==> src/rtl/uart_rx_ctrl.sv <==
// UART receiver controller: oversample tick, byte handshake, show-ahead FIFO.
// Optional idle timeout enabled by defining UART_RX_CTRL_TIMEOUT_EN.
module uart_rx_ctrl #(
  parameter int N             = 8,
  parameter int DEPTH         = 4,
  parameter int DIV_W         = 16,
  parameter int TIMEOUT_TICKS = 64
) (
  input  logic                       clk,
  input  logic                       reset,
  input  logic                       enable,
  input  logic [DIV_W-1:0]           divisor,
  output logic                       rx_en,
  input  logic                       rx_ready,
  input  logic [N-1:0]               rx_data,
  output logic                       ready_clr,
  input  logic                       rd_en,
  output logic [N-1:0]               rd_data,
  output logic                       empty,
  output logic                       full,
  output logic [$clog2(DEPTH+1)-1:0] count,
  output logic                       overrun,
  input  logic                       overrun_clr,
  output logic                       rx_timeout
);

  localparam int PW = $clog2(DEPTH);
  localparam int CW = $clog2(DEPTH+1);

  typedef enum logic {WAIT, CLEAR} state_t;

  state_t           state;
  logic [DIV_W-1:0] tick_cnt;
  logic [PW-1:0]    wr_ptr;
  logic [PW-1:0]    rd_ptr;
  logic [N-1:0]     mem [DEPTH];
  logic [CW-1:0]    cnt_nxt;
  logic             push_req;
  logic             push;
  logic             pop;
  logic             drop;

  // tick generator
  always_ff @(posedge clk) begin
    if (reset || !enable) begin
      tick_cnt <= '0;
      rx_en    <= 1'b0;
    end else if (divisor <= DIV_W'(1) ||
                 tick_cnt >= divisor - DIV_W'(1)) begin
      tick_cnt <= '0;
      rx_en    <= 1'b1;
    end else begin
      tick_cnt <= tick_cnt + DIV_W'(1);
      rx_en    <= 1'b0;
    end
  end

  // capture FSM
  always_ff @(posedge clk) begin
    if (reset) begin
      state     <= WAIT;
      ready_clr <= 1'b0;
    end else begin
      unique case (state)
        WAIT: begin
          if (rx_ready) begin
            state     <= CLEAR;
            ready_clr <= 1'b1;
          end
        end
        CLEAR: begin
          state     <= WAIT;
          ready_clr <= 1'b0;
        end
        default: begin
          state     <= WAIT;
          ready_clr <= 1'b0;
        end
      endcase
    end
  end

  // a full FIFO still accepts a byte when the same edge pops
  assign push_req = (state == WAIT) && rx_ready;
  assign pop      = rd_en && !empty;
  assign push     = push_req && (!full || pop);
  assign drop     = push_req && full && !pop;

  always_comb begin
    cnt_nxt = count;
    if (push && !pop)
      cnt_nxt = count + CW'(1);
    else if (!push && pop)
      cnt_nxt = count - CW'(1);
  end

  always_ff @(posedge clk) begin
    if (reset) begin
      wr_ptr  <= '0;
      rd_ptr  <= '0;
      count   <= '0;
      empty   <= 1'b1;
      full    <= 1'b0;
      overrun <= 1'b0;
    end else begin
      if (push)
        wr_ptr <= wr_ptr + PW'(1);
      if (pop)
        rd_ptr <= rd_ptr + PW'(1);
      count <= cnt_nxt;
      empty <= (cnt_nxt == '0);
      full  <= (cnt_nxt == CW'(DEPTH));
      if (drop)
        overrun <= 1'b1;
      else if (overrun_clr)
        overrun <= 1'b0;
    end
  end

  always_ff @(posedge clk) begin
    if (push)
      mem[wr_ptr] <= rx_data;
  end

  assign rd_data = empty ? '0 : mem[rd_ptr];

`ifdef UART_RX_CTRL_TIMEOUT_EN
  localparam int TW = $clog2(TIMEOUT_TICKS+1);

  logic [TW-1:0] to_cnt;

  always_ff @(posedge clk) begin
    if (reset) begin
      to_cnt     <= '0;
      rx_timeout <= 1'b0;
    end else if (push || pop || empty) begin
      to_cnt     <= '0;
      rx_timeout <= 1'b0;
    end else if (rx_en && to_cnt != TW'(TIMEOUT_TICKS)) begin
      to_cnt     <= to_cnt + TW'(1);
      rx_timeout <= (to_cnt + TW'(1) == TW'(TIMEOUT_TICKS));
    end
  end
`else
  // feature absent: constant-false expression keeps the parameter referenced
  assign rx_timeout = (TIMEOUT_TICKS < 0);
`endif

endmodule

==> config.mk <==
export PLATFORM = sky130hd
export DESIGN_NAME = uart_rx_ctrl
export DESIGN_NICKNAME = d
export VERILOG_FILES = /design/src/rtl/uart_rx_ctrl.sv
export SDC_FILE = /design/constraint.sdc
export NUM_CORES = 1
export LEC_CHECK = 0
export ABC_AREA = 0
export CORE_MARGIN = 3
export CORE_UTILIZATION = 55
export CTS_CLUSTER_SIZE = 30
export DETAILED_ROUTE_END_ITERATION = 7
export HOLD_SLACK_MARGIN = 0.05
export PLACE_DENSITY = 0.78
export SYNTH_ARGS = -nofsm -noshare
export SYNTH_HDL_FRONTEND = slang
export SYNTH_SLANG_ARGS = --single-unit
==> constraint.sdc <==
create_clock -name clk -period 3.8 [get_ports clk]
set_clock_uncertainty 0.1 [all_clocks]
set_input_delay 0.38 -clock clk [delete_from_list [all_inputs] [get_ports clk]]
set_output_delay 0.38 -clock clk [all_outputs]
set_load 0.02 [all_outputs]
==> results_tabular.tex <==
\begin{tabular}{lr}
\hline
Metric & Value \\
\hline
\multicolumn{2}{l}{\textbf{Status}} \\
Result of the run & complete, no violations \\
\multicolumn{2}{l}{\textbf{Critical path}} \\
Library cell contributing the largest single delay on the critical path & clkdlybuf4s50\_1 \\
Startpoint of the lowest-slack register-to-register path & tick\_cnt[14] \\
Largest fanout on the critical path & 16 \\
Capturing element type of the critical path & flop \\
Worst EP required & 3.95 ns \\
Number of cells on the worst reg-to-reg path & 7 \\
Worst EP arrival & 3.53 ns \\
Cell chain of the critical path & clkdlybuf4s50\_1 -> nor4\_2 -> nand3\_1 -> nor3\_2 -> and4bb\_2 -> xnor2\_1 -> ha\_1 -> and3\_4 -> a221oi\_2 -> o31ai\_1 -> or2\_1 -> buf\_4 -> nor3\_1 \\
Kind of start point of the critical path & primary input \\
Reg2Reg Setup Slack & roughly 1.7 ns \\
Startpoint-to-endpoint class of the critical path & primary input to flop \\
Critical Path End & tick\_cnt[14] \\
Largest stage delay on the critical path & 0.52 ns \\
RR Endpoint & tick\_cnt[14] \\
Start point of the critical path & divisor[4] \\
\multicolumn{2}{l}{\textbf{Route}} \\
Detail-routed via count per cell & 5.49 \\
Residual antenna-violating net count after detailed routing & 0 \\
Number of remaining DRC errors & 0 \\
Count of TritonRoute iterations in the first routing pass & 4 \\
Final wirelength & 6.28 mm \\
DRC violation total after the first TritonRoute iteration & 97 \\
Total vias in the final route & between 2000 and 2500 \\
Detailed-route wire length per cell & 15.2 um \\
\multicolumn{2}{l}{\textbf{Floorplanning}} \\
Initial core utilization & 58.3\% \\
Floorplan Core Area & 5680 um2 \\
Die span in y & about 84 um \\
Std-Cell Rows & 27 \\
Die Footprint & about 7000 um2 \\
Horizontal die dimension & 83.6 um \\
I/O pin total & 47 \\
\multicolumn{2}{l}{\textbf{Logic synthesis}} \\
Synthesized flop and latch total & 63 \\
Post-synth EDFFs & 32 \\
Area share of the leading cell type in the synthesized netlist & 29.0\% \\
Area fraction in compound gates after synthesis & 5.71\% \\
Largest family of logic cells by synthesized area & simple AND/OR/NAND/NOR gates \\
Area of the mapped netlist & 3310 um2 \\
Top cells by area, synth & edfxtp\_1, dfxtp\_1, ha\_1, mux4\_2, xnor2\_1 \\
Commonest register cell after synthesis & edfxtp\_1 \\
Average cell area after synthesis & 11.5 um2 \\
Syn Inst Count & 287 \\
Number of distinct library cell variants in the gate-level netlist after synthesis & 51 \\
Most numerous cell types in the synthesized netlist & edfxtp\_1, dfxtp\_1, ha\_1, nor2\_1 \\
Simple-gate share of the synthesized area & 20.0\% \\
Multiplexer fraction of the synthesized cell area & 5.45\% \\
Area leader, netlist & edfxtp\_1 \\
Count of synthesis-stage warnings from yosys & 0 \\
Async set-reset flop share out of synthesis & 0\% \\
Post-synthesis share of cell area spent on xor and xnor gates & between 8 and 9\% \\
Share of synthesized cell area in full adder, half adder and majority cells & 9.46\% \\
Sequential area share after synthesis & between 40\% and 50\% \\
Total nets after synthesis & 342 \\
Most numerous cell in the Yosys netlist & edfxtp\_1 \\
\multicolumn{2}{l}{\textbf{Global route}} \\
Total routing resource utilization after global routing & 19.3\% \\
Antenna violations before repair & 0 \\
Wire length of the first global-routing pass & 10.8 mm \\
Largest net degree at the start of global routing & 17 \\
Global route total overflow & 0 \\
Number of global-route vias before repair & between 2000 and 2500 \\
\multicolumn{2}{l}{\textbf{Pwr}} \\
Leakage Power & 1.41 nW \\
Pwr Total & 1.76 mW \\
VDD IR-drop max & 0.377 mV \\
Power Density & between 400 and 500 nW/um2 \\
\multicolumn{2}{l}{\textbf{STA}} \\
Minimum period implied by the final worst setup slack & 3.38 ns \\
Max Slew Vio Count & 0 \\
Setup tns final & 0 ns \\
Worst-case headroom to the max-slew limit & 62.5\% \\
Setup violation total in the final timing report & 0 \\
Final hold viol count & 0 \\
Worst Tran Pin Value & roughly 0.56 ns \\
Unrepaired setup endpoints after global routing & false \\
Period Utilization, post-route & 88.9\% \\
Worst path setup slack after routing & 0.423 ns \\
Timing-limited maximum frequency & 296 MHz \\
\multicolumn{2}{l}{\textbf{Placement}} \\
Setup Slack @ Placement & 0.110 ns \\
Final weighted congestion in routability-driven placement & about 0.85 \\
Area of placed instances & roughly 3800 um2 \\
PortBufs & 45 \\
Estimated wirelength of the detail-placed design & 4.73 mm \\
\multicolumn{2}{l}{\textbf{Flow run}} \\
Max Cap Viol & 0 \\
\multicolumn{2}{l}{\textbf{Final layout}} \\
Fraction of layout cells with a size suffix above 1 & 13.7\% \\
Net count of the finished layout & around 400 \\
Post-layout instance area & 3990 um2 \\
Fill cell instance count of the final layout & 421 \\
Utilization after layout & 70.2\% \\
Diodes inserted & 0 \\
Area overhead of the layout relative to synthesis & 20.5\% \\
\multicolumn{2}{l}{\textbf{Clocking}} \\
Number of buffers created by CTS & 9 \\
Clock transition time at the flip-flop clock pins of the worst setup and hold paths & 0.07 ns \\
Post-CTS Resized & 0 \\
Buffer cell driving the clock tree root & clkbuf\_8 \\
Post-CTS Repair Setup Buffers & 0 \\
Post-CTS Hold Fix Bufs & 0 \\
Worst-skew pair later-pin latency & 0.33 ns \\
CTS tree & built \\
Max Buffers Root-to-Sink & 2 \\
Total number of H-tree levels & 3 \\
TritonCTS Sinks & 63 \\
\multicolumn{2}{l}{\textbf{Worst hold path}} \\
Hold crit path type & flop to flop \\
\hline
\end{tabular}
==> how the worst min path moves through the flow <==
stage	startpoint	endpoint	slack [ns]	depth (start not counted)
detailed placement	state	ready_clr	0.31	1
CTS	state	ready_clr	0.32	1
floorplan	state	ready_clr	0.29	1
global placement	state	ready_clr	0.31	1
global route	state	ready_clr	0.33	1
finish	state	ready_clr	0.31	1
==> routing by layer <==
| layer | routed length (um) | global-route usage [%] | vias to the layer above | part of all wire, % |
|---|---|---|---|---|
| met2 | 3180 | 32.9 | 58 | 51 |
| met3 | 270 | 5.23 | 8 | 4.3 |
| met5 | 0 | 0 | - | 0 |
| li1 | - | - | 1143 | - |
| met4 | 52 | 5.26 | 0 | 0.83 |
| met1 | 2770 | 24.1 | 1065 | 44 |
==> worst max-delay path, delay by kind of cell <==
family	cells	cell delay [ns]
AND/OR/NAND/NOR	7	1.64
buffers and inverters	2	0.73
AO/OA/AOI/OAI	2	0.38
adder cells (fa/ha/maj)	1	0.26
XOR/XNOR	1	0.12
==> sequential cells by signal, indices dropped and copies added, names as in the netlist, 2 cells and up, named ones only <==
signal and count:
count 3, rd_ptr 2, wr_ptr 2, mem 32, tick_cnt 16
==> stage by stage <==
step,hold WS (ns),instances
3_3_place_gp,0.312,399
2_1_floorplan,0.293,287
3_5_place_dp,0.311,399
5_1_grt,0.330,414
6_report,0.315,414
4_1_cts,0.320,414
==> where the power goes <==
part / switching [mW] / leakage [nW] / total, mW / internal [mW]
registers: 0.0563 / 0.545 / 0.822 / 0.766
clock network: 0.258 / 0.0780 / 0.507 / 0.249
logic: 0.203 / 0.784 / 0.433 / 0.230
==> area by class of cell <==
type / instances / area, um2 / area share (%)
clock buffer: 10 / 138 / 3.45
clock inverter: 5 / 35.0 / 0.879
inverter: 9 / 33.8 / 0.848
multi-input combinational: 206 / 1630 / 40.8
sequential: 63 / 1580 / 39.7
tap: 72 / 90.1 / 2.26
timing repair buffer: 49 / 480 / 12.1
==> cell usage in the layout (no fill, tap or decap), drive strengths merged, types with 8 or more instances in the layout <==
cell           netlist  routed
xnor2               19      19
dfxtp               31      31
inv                  9       9
ha                  25      25
clkdlybuf4s50        0      45
edfxtp              32      32
nor3                26      26
a21oi                8       8
and2b                8       8
nand2               19      19
clkbuf               2      10
mux4                 8       8
nor2                25      25
xor2                13      13
==> cell families after synthesis <==
kind of cell / Yosys count
AND/OR/NAND/NOR: 114
flip-flops: 63
XOR/XNOR: 32
AO/OA/AOI/OAI: 26
adder cells (fa/ha/maj): 25
buffers and inverters: 18
multiplexers: 8
other: 1
Power figures use the tool's default switching activity.
